<file path="config.mk">
export PLATFORM = sky130hd
export DESIGN_NAME = encoder8_rr_flat
export DESIGN_NICKNAME = d
export VERILOG_FILES = /design/src/rtl/encoder8_pkg.sv /design/src/rtl/encoder8_rr_if.sv /design/src/rtl/rr_pick8.sv /design/src/rtl/encoder8_rr.sv /design/src/flat_wrapper.sv
export SDC_FILE = /design/constraint.sdc
export NUM_CORES = 1
export LEC_CHECK = 0
export ABC_AREA = 1
export CAP_MARGIN = 5
export CORE_MARGIN = 4
export CORE_UTILIZATION = 40
export CTS_BUF_LIST = sky130_fd_sc_hd__clkbuf_8
export CTS_CLUSTER_DIAMETER = 80
export DETAILED_ROUTE_END_ITERATION = 6
export SLEW_MARGIN = 10
export SYNTH_ARGS = -nofsm -noshare
export SYNTH_HDL_FRONTEND = slang
export SYNTH_SLANG_ARGS = --single-unit
</file>
<file path="constraint.sdc">
create_clock -name clk -period 3.4 [get_ports clk]
set_input_delay 0.51 -clock clk [delete_from_list [all_inputs] [get_ports clk]]
set_output_delay 0.51 -clock clk [all_outputs]
set_load 0.01 [all_outputs]
</file>
<file path="src/rtl/encoder8_pkg.sv">
// rtl/encoder8_pkg.sv - shared types and constants for the 8-to-3 round-robin request encoder
package encoder8_pkg;

   localparam int NUM_REQ = 8;

   typedef logic [2:0] idx_t;
   typedef logic [7:0] onehot_t;

   typedef enum logic {
      S_IDLE  = 1'b0,
      S_VALID = 1'b1
   } state_t;

endpackage

</file>
<file path="src/rtl/encoder8_rr_if.sv">
// rtl/encoder8_rr_if.sv - request/grant bundle between event sources, encoder and consumer
interface encoder8_rr_if;
   import encoder8_pkg::*;

   onehot_t req_set;
   logic    flush;
   logic    out_ready;
   logic    out_valid;
   idx_t    out_idx;
   onehot_t out_onehot;
   onehot_t pending;
   logic    dup;

   // environment side: raises requests and consumes grants
   modport master (
      output req_set, flush, out_ready,
      input  out_valid, out_idx, out_onehot, pending, dup
   );

   // encoder side
   modport slave (
      input  req_set, flush, out_ready,
      output out_valid, out_idx, out_onehot, pending, dup
   );

endinterface

</file>
<file path="src/rtl/rr_pick8.sv">
// rtl/rr_pick8.sv - combinational first-set-bit search starting at a rotating index
module rr_pick8
   import encoder8_pkg::*;
(
   input  onehot_t mask,
   input  idx_t    start,
   output logic    found,
   output idx_t    sel
);

   onehot_t rot;
   idx_t    off;

   // rotate the mask so bit 0 is the start position, find the lowest set bit, rotate back
   always_comb begin
      found = 1'b0;
      off   = '0;
      rot   = onehot_t'({mask, mask} >> start);
      for (int i = NUM_REQ - 1; i >= 0; i--) begin
         if (rot[i]) begin
            found = 1'b1;
            off   = idx_t'(i);
         end
      end
      sel = start + off;
   end

endmodule

</file>
<file path="src/rtl/encoder8_rr.sv">
// rtl/encoder8_rr.sv - collects request pulses and issues one fair 3-bit index per handshake
module encoder8_rr
   import encoder8_pkg::*;
#(
   parameter int ROUND_ROBIN = 1
)
(
   input logic          clk,
   input logic          rst,
   encoder8_rr_if.slave bus
);

   state_t  state;
   idx_t    ptr;
   onehot_t pending_q;
   logic    valid_q;
   idx_t    idx_q;
   onehot_t onehot_q;
   logic    dup_q;

   idx_t    start;
   logic    found;
   idx_t    sel;
   logic    load;
   onehot_t load_clear;

   // fixed-priority mode always scans from index 0
   assign start = (ROUND_ROBIN != 0) ? ptr : '0;

   rr_pick8 u_pick (
      .mask  (pending_q),
      .start (start),
      .found (found),
      .sel   (sel)
   );

   // a new grant is taken whenever the output stage is empty or being emptied this cycle
   always_comb begin
      load       = 1'b0;
      load_clear = '0;
      if (((state == S_IDLE) || ((state == S_VALID) && bus.out_ready)) && found) begin
         load       = 1'b1;
         load_clear = onehot_t'(1) << sel;
      end
   end

   // pending mask, output stage, rotation pointer and FSM; reset beats flush beats normal flow
   always_ff @(posedge clk) begin
      if (rst) begin
         state     <= S_IDLE;
         ptr       <= '0;
         pending_q <= '0;
         valid_q   <= 1'b0;
         idx_q     <= '0;
         onehot_q  <= '0;
         dup_q     <= 1'b0;
      end else if (bus.flush) begin
         state     <= S_IDLE;
         pending_q <= '0;
         valid_q   <= 1'b0;
         onehot_q  <= '0;
         dup_q     <= 1'b0;
      end else begin
         dup_q     <= |(bus.req_set & pending_q);
         // a same-cycle set wins over the load clear so the bit is reissued later
         pending_q <= (pending_q & ~load_clear) | bus.req_set;
         if (load) begin
            state    <= S_VALID;
            valid_q  <= 1'b1;
            idx_q    <= sel;
            onehot_q <= load_clear;
            ptr      <= sel + 3'd1;
         end else if ((state == S_VALID) && bus.out_ready) begin
            state    <= S_IDLE;
            valid_q  <= 1'b0;
            onehot_q <= '0;
         end
      end
   end

   assign bus.out_valid  = valid_q;
   assign bus.out_idx    = idx_q;
   assign bus.out_onehot = onehot_q;
   assign bus.pending    = pending_q;
   assign bus.dup        = dup_q;

endmodule

</file>
<file path="src/flat_wrapper.sv">
// flat-port wrapper written by rule: the top's interface ports become plain ports
module encoder8_rr_flat import encoder8_pkg::*;
#(
   parameter int ROUND_ROBIN = 1
)
  (clk, rst, bus_req_set, bus_flush, bus_out_ready, bus_out_valid, bus_out_idx, bus_out_onehot, bus_pending, bus_dup);
  encoder8_rr_if bus_i ();
  input logic clk;
  input logic rst;
  input wire logic [$bits(bus_i.req_set)-1:0] bus_req_set;
  input wire logic [$bits(bus_i.flush)-1:0] bus_flush;
  input wire logic [$bits(bus_i.out_ready)-1:0] bus_out_ready;
  output wire logic [$bits(bus_i.out_valid)-1:0] bus_out_valid;
  output wire logic [$bits(bus_i.out_idx)-1:0] bus_out_idx;
  output wire logic [$bits(bus_i.out_onehot)-1:0] bus_out_onehot;
  output wire logic [$bits(bus_i.pending)-1:0] bus_pending;
  output wire logic [$bits(bus_i.dup)-1:0] bus_dup;
  assign bus_i.req_set = bus_req_set;
  assign bus_i.flush = bus_flush;
  assign bus_i.out_ready = bus_out_ready;
  assign bus_out_valid = bus_i.out_valid;
  assign bus_out_idx = bus_i.out_idx;
  assign bus_out_onehot = bus_i.out_onehot;
  assign bus_pending = bus_i.pending;
  assign bus_dup = bus_i.dup;
  encoder8_rr #(.ROUND_ROBIN(ROUND_ROBIN)) u_core (.clk(clk), .rst(rst), .bus(bus_i));
endmodule
</file>
==> key figures, run 1 <==
Run status
  – Status: completed

Power and ir drop
  – Flop pwr share: 23.4%
  – Leakage power: 0.896 nW
  – Switch Pwr: 0.927 mW
  – Pwr dens: 921 mW/mm2
  – Clock network power share: 10.3%
  – Sw Ratio: 50.3%
  – Max IR drop VDD: 0.479 mV
  – Internal: 0.917 mW
  – Comb power frac: 66.3%

Placement
  – RePlAce Congestion: 0.831
  – DP HPWL: 3040 um
  – Buffers on Ports: 32
  – DP Area: 0.00194 mm2

Finish
  – Nets@finish: 278
  – Ant. Diodes: 0
  – Layout cells sized above 1: 16.7%
  – Register Area: 485 um2
  – Design area: 0.00200 mm2
  – Area occupied by multi-input gates: 976 um2
  – Area grow syn2layout: 24.6%
  – # fillers: 383

Floorplan
  – Initial core utilization: 42.6%
  – Top Ports: 33
  – Die Y: 71.4 um
  – Placeable Area: 0.00377 mm2
  – Die Area: 0.00509 mm2
  – Rows: 22
  – Chip width: 71.4 um

Hold path
  – Hold Crit Depth: 2
  – Worst min path class: register to register

Synth
  – Post-synthesis net count: 247
  – Synth top area share: 29.9%
  – Post-synth top area cell: dfxtp_1
  – Main area contributors after synthesis: dfxtp_1, nand2_1, nand3_1, a21oi_1, nand2_2
  – Most common cell in the netlist: nand2_1
  – Dominant synthesized flop cell: dfxtp_1
  – Post-synth EDFFs: 0
  – Commonest cells post-synth: nand2_1, nand3_1, dfxtp_1
  – Synth warnings: 0
  – Post-synthesis sequential area ratio: 29.9%
  – Async set-reset flop share out of synthesis: 0%
  – Synthesized instance count: 227
  – Post-synthesis register bit count: 24
  – Syn_area_per_cell: 7.08 um2
  – Synthesized area: 0.00161 mm2
  – Yosys cell types: 29

GRT
  – GRT overflow: 0
  – Overall routing resource usage: 15.2%
  – Vias in the first global route: 1347
  – First-pass GRT wire length: 6260 um
  – Initial antenna violation count: 0
  – Maximum number of pins on one net before global-route repair: 18

Timing
  – Hold WS: 0.486 ns
  – Worst-margin pin slew: 0.468 ns
  – Fin. max-slew vios: 0
  – Tcrit/Tclk final: 89.4%
  – Max Clock Freq: 329 MHz
  – Final setup TNS: 0 ns
  – Clk_skew: 0.00574 ns
  – RSZ-0062 raised after global routing: false
  – Slew margin rel.: 68.6%
  – Fin crit period: 3.04 ns
  – Final Hold Viols: 0
  – Setup violations, final: 0

Clocking
  – TritonCTS buffer count: 3
  – Htree depth: 1
  – Max Root-Sink Buffers: 2
  – CTS root buffer: clkbuf_8
  – Clock Latency Late Sink: 0.26 ns
  – Worst-path clk slew: 0.08 ns
  – TritonCTS clock tree: yes
  – Number of post-CTS setup repair buffers: 0
  – CTS Sinks: 24

Route
  – WL/cell: 12.4 um
  – WL final: 3780 um
  – Drt first pass iters: 4
  – # DRC: 0
  – Via count: 1486
  – Via density: 4.87
  – Routed Antenna Nets: 0
  – Iter 0 DRT Violations: 97

Setup path
  – CP Launch Type: register
  – Delay-heaviest family, CP: simple AND/OR/NAND/NOR gates
  – Slowest CP cell: dfxtp_4
  – WP buf/inv: 4
  – Stages on worst setup path: 22
  – Crit Path Max Fanout: 11
  – Worst Path Required: 3.54 ns
  – WP data arrival: 3.18 ns
  – CP Cell Sequence: inv_6 -> nand2_2 -> nand3_1 -> nand2_2 -> nand2_1 -> nand2_1 -> a21oi_1 -> o21ai_0 -> nand2_1 -> a21boi_0 -> ha_1 -> inv_1 -> fa_1 -> xor2_1 -> inv_1 -> nand3_1 -> nand2_4 -> inv_2 -> ha_1 -> nand2_1 -> a21oi_1 -> nor2_1
  – CP endpoint kind: register
  – CP peak stage delay: 0.44 ns
  – Crit Path Class: register to register
  – Crit path top cell by count: nand2_1
  – R2R cell count: 22

Job
  – # Max-Cap Violations: 0
==> path summary, 6_finish.rpt <==
| kind | slack, ns | end | startpoint |
|---|---|---|---|
| setup reg to reg | 0.36 | u_core.bus.pending[7] | u_core.ptr[0] |
| setup / recovery | 0.36 | u_core.bus.pending[7] | u_core.ptr[0] |
| hold reg to reg | 0.49 | u_core.bus.out_onehot[3] | u_core.bus.out_onehot[3] |
| hold / removal | 0.49 | u_core.bus.out_onehot[3] | u_core.bus.out_onehot[3] |
==> metal layers <==
| metal | wire length [um] | track usage (%) |
|---|---|---|
| met5 | 0 | 0 |
| met4 | 17 | 2.51 |
| met3 | 196 | 3.65 |
| met2 | 1650 | 23.5 |
| met1 | 1920 | 21.7 |
==> kinds of logic (layout without fill, tap and decap cells) <==
| kind of cell | count (synthesis) | count (layout) | synth area share [%] |
|---|---|---|---|
| buffers and inverters | 31 | 61 | 9.34 |
| xor gates and xnor gates | 1 | 1 | 0.545 |
| adders and majority gates | 8 | 8 | 6.70 |
| AOI/OAI and AO/OA | 40 | 40 | 13.9 |
| DFF | 24 | 24 | 29.9 |
| and+or+nand+nor | 123 | 123 | 39.6 |
==> registers in the layout (all words and copies together), names as in the netlist <==
name	count
u_core.state	1
u_core.ptr	3
u_core.bus.dup	1
u_core.bus.pending	8
u_core.bus.out_idx	3
u_core.bus.out_onehot	8
==> worst reg2reg max path: cells and delay by family (launching register included) <==
| family | cells | cell delay [ns] |
|---|---|---|
| AND/OR/NAND/NOR | 10 | 0.81 |
| flip-flops | 1 | 0.44 |
| AO/OA/AOI/OAI | 4 | 0.50 |
| XOR/XNOR | 1 | 0.21 |
| adder cells (fa/ha/maj) | 3 | 0.68 |
| buffers and inverters | 4 | 0.29 |
==> power by group through the flow <==
stage | Sequential [mW] | Combinational (mW) | Clock (mW)
floorplan | 0.414 | 0.932 | 0
detailed placement | 0.432 | 1.24 | 0
global route | 0.443 | 1.40 | 0.206
finish | 0.431 | 1.22 | 0.190
global placement | 0.431 | 1.23 | 0
CTS | 0.426 | 1.25 | 0.196
==> what timing repair did <==
action,4_1_cts,5_1_grt
hold buffers,0,0
setup endpoints to repair,0,13
resized for setup,0,3
hold endpoints to repair,0,0
==> area by class of cell <==
type | instances | area share [%]
multi-input cells | 172 | 48.8
flip-flops and latches | 24 | 24.3
repair buffers | 33 | 16.4
inverters | 24 | 4.87
well taps | 48 | 3.00
clock buffers | 4 | 2.75
==> layout by cell type (no fill, tap or decap) <==
cell | synthesis | layout
nand2_1 | 57 | 57
clkdlybuf4s50_1 | 0 | 32
nand3_1 | 25 | 25
a21oi_1 | 22 | 22
dfxtp_1 | 24 | 22
inv_1 | 20 | 20
nand2_2 | 16 | 16
nand3_2 | 10 | 10
nor2_1 | 9 | 9
o21ai_1 | 8 | 8
ha_1 | 7 | 7
clkbuf_8 | 0 | 4
o21ai_0 | 3 | 3
nand2_4 | 3 | 3
nor2_4 | 2 | 2
a22o_1 | 2 | 2
a221oi_1 | 2 | 2
inv_6 | 1 | 1
inv_4 | 1 | 1
o21bai_1 | 1 | 1
xor2_1 | 1 | 1
inv_2 | 1 | 1
a21boi_0 | 1 | 1
nor2_2 | 1 | 1
clkinv_1 | 1 | 1
a21oi_2 | 1 | 1
fa_1 | 1 | 1
buf_4 | 0 | 1
dfxtp_4 | 0 | 1
dfxtp_2 | 0 | 1
==> stage by stage <==
stage          power [mW]  setup slack, ns  std cells  util [%]
6_report             1.84            0.360        305      53.1
5_1_grt              2.05           0.0378        305      53.1
4_1_cts              1.87            0.105        305      53.0
3_5_place_dp         1.67            0.144        301      51.5
3_3_place_gp         1.67            0.178        301      51.5
2_1_floorplan        1.35            0.587        227         -
Note: power is estimated with default switching activity, not from simulation.
==> inputs of run 2 (changes only) <==
CORE_MARGIN = 2   (was 4)
==> key figures, run 2 (synthesized netlist as in run 1, its figures left out) <==
Route
  – Iter 0 DRT Violations: 95
  – Via count: 1506
  – Routed Antenna Nets: 0
  – # DRC: 0
  – WL/cell: 11.7 um
  – WL final: 3590 um
  – Drt first pass iters: 4
  – Via density: 4.91

Setup path
  – Worst r2r dst: u_core.bus.pending[7]
  – Worst Path Required: 3.55 ns
  – Slowest CP cell: dfxtp_2
  – Worst setup path endpoint: u_core.bus.pending[7]
  – CP peak stage delay: 0.41 ns
  – WP data arrival: 3.18 ns
  – CP Launch Type: register
  – WP buf/inv: 4
  – CP Cell Sequence: inv_4 -> nand3_1 -> nand2_2 -> nand2_1 -> nand2_1 -> a21oi_1 -> o21ai_0 -> nand2_1 -> a21boi_0 -> ha_1 -> inv_1 -> fa_1 -> xor2_1 -> inv_1 -> nand3_1 -> nand2_4 -> inv_2 -> ha_1 -> nand2_1 -> a21oi_1 -> nor2_1
  – CP endpoint kind: register
  – R2R cell count: 21
  – Critical path launch point: u_core.ptr[1]
  – Reg2reg start: u_core.ptr[1]
  – Stages on worst setup path: 21
  – Crit path top cell by count: nand2_1
  – Crit Path Class: register to register
  – Crit Path Max Fanout: 10
  – FF-to-FF setup slack: 0.37 ns
  – Delay-heaviest family, CP: simple AND/OR/NAND/NOR gates

Run status
  – Status: completed

Finish
  – Commonest non-fill, non-tap cell in the layout: nand2_1
  – # fillers: 388
  – Final cell count without fillers: 307
  – Final core occ: 51.3%
  – Nets@finish: 278
  – Ant. Diodes: 0
  – Most frequent cells in the layout: nand2_1, clkdlybuf4s50_1, nand3_1, a21oi_1, dfxtp_1
  – Layout cells sized above 1: 16.7%
  – Area grow syn2layout: 25.8%

Floorplan
  – Die Area: 0.00454 mm2
  – Top Ports: 33
  – Rows: 23
  – Chip width: 67.4 um
  – Initial core utilization: 40.7%
  – Die Y: 67.4 um
  – Placeable Area: 0.00394 mm2

Power and ir drop
  – Total power draw: 1.89 mW
  – Internal: 0.970 mW
  – Pwr dens: 934 mW/mm2
  – Comb power frac: 64.4%
  – Flop pwr share: 22.6%
  – Max IR drop VDD: 0.469 mV
  – Switch Pwr: 0.918 mW
  – Sw Ratio: 48.6%
  – Clock network power share: 13.0%
  – Leakage power: 0.903 nW

Clocking
  – Worst-path clk slew: 0.09 ns
  – CTS root buffer: clkbuf_8
  – Htree depth: 1
  – Max Root-Sink Buffers: 2
  – Hold Buf Count CTS: 0
  – CTS Sinks: 24
  – Resized Gates After CTS: 0
  – TritonCTS clock tree: yes
  – TritonCTS buffer count: 3
  – Clock Latency Late Sink: 0.27 ns
  – Number of post-CTS setup repair buffers: 0

Placement
  – DP HPWL: 2870 um
  – Buffers on Ports: 32
  – Cell count after placement: 303
  – RePlAce Congestion: 0.746

GRT
  – GRT overflow: 0
  – Maximum number of pins on one net before global-route repair: 18
  – Vias in the first global route: 1405
  – First-pass GRT wire length: 6100 um
  – Overall routing resource usage: 17.5%
  – Initial antenna violation count: 0

Hold path
  – Worst min path class: register to register

Timing
  – Final setup TNS: 0 ns
  – RSZ-0062 raised after global routing: false
  – Slew margin rel.: 69.0%
  – Fin. max-slew vios: 0
  – Clk_skew: 0.00791 ns
  – Hold WS: 0.485 ns
  – Setup violations, final: 0
  – Final Hold Viols: 0
  – Fin crit period: 3.03 ns
  – Worst-margin pin slew: 0.461 ns
  – Max Clock Freq: 330 MHz
  – Tcrit/Tclk final: 89.2%

Job
  – # Max-Cap Violations: 0
run 2: cell type report:
| type | instances | area (um2) | area share, % |
|---|---|---|---|
| clock inverter | 1 | 30.0 | 1.49 |
| sequential | 24 | 485 | 24.0 |
| clock buffer | 3 | 41.3 | 2.04 |
| inverter | 24 | 97.6 | 4.83 |
| tap | 50 | 62.6 | 3.10 |
| multi-input combinational | 172 | 976 | 48.3 |
| timing repair buffer | 33 | 328 | 16.2 |
run 2: tightest hold or removal path, stage by stage (launching register included):
cell and delay (ns):
dfxtp_1 0.32, nand3_1 0.07, a21oi_1 0.05
run 2: per-stage QoR:
stage	instance area, um2	setup WS, ns
floorplan	1610	0.587
global placement	1940	0.225
detailed placement	1940	0.164
CTS	2020	0.150
global route	2020	0.0113
finish	2020	0.366
run 2: how the worst min path moves through the flow:
| stage | start | to | slack (ns) | cells after the start |
|---|---|---|---|---|
| global placement | u_core.bus.out_onehot[7] | u_core.bus.out_onehot[7] | 0.47 | 2 |
| global route | u_core.bus.out_onehot[0] | u_core.bus.out_onehot[0] | 0.51 | 2 |
| CTS | u_core.bus.out_onehot[3] | u_core.bus.out_onehot[3] | 0.49 | 2 |
| finish | u_core.bus.out_onehot[3] | u_core.bus.out_onehot[3] | 0.49 | 2 |
| detailed placement | u_core.bus.out_onehot[3] | u_core.bus.out_onehot[3] | 0.47 | 2 |
| floorplan | u_core.bus.out_onehot[3] | u_core.bus.out_onehot[3] | 0.50 | 2 |
run 2: power by group through the flow:
stage,sequential (mW),clock (mW),combinational [mW]
after global routing,0.439,0.262,1.39
final,0.426,0.246,1.22
after floorplan,0.414,0,0.932
after detailed placement,0.429,0,1.23
after CTS,0.423,0.253,1.23
after global placement,0.426,0,1.24
run 2: routing by layer:
metal  global-route usage (%)  vias up  share of wire (%)
li1                         -      806                  -
met1                     23.6      675                 50
met5                        0        -                  0
met2                     28.8       23                 46
met4                     3.06        0               0.61
met3                     3.83        2                3.3
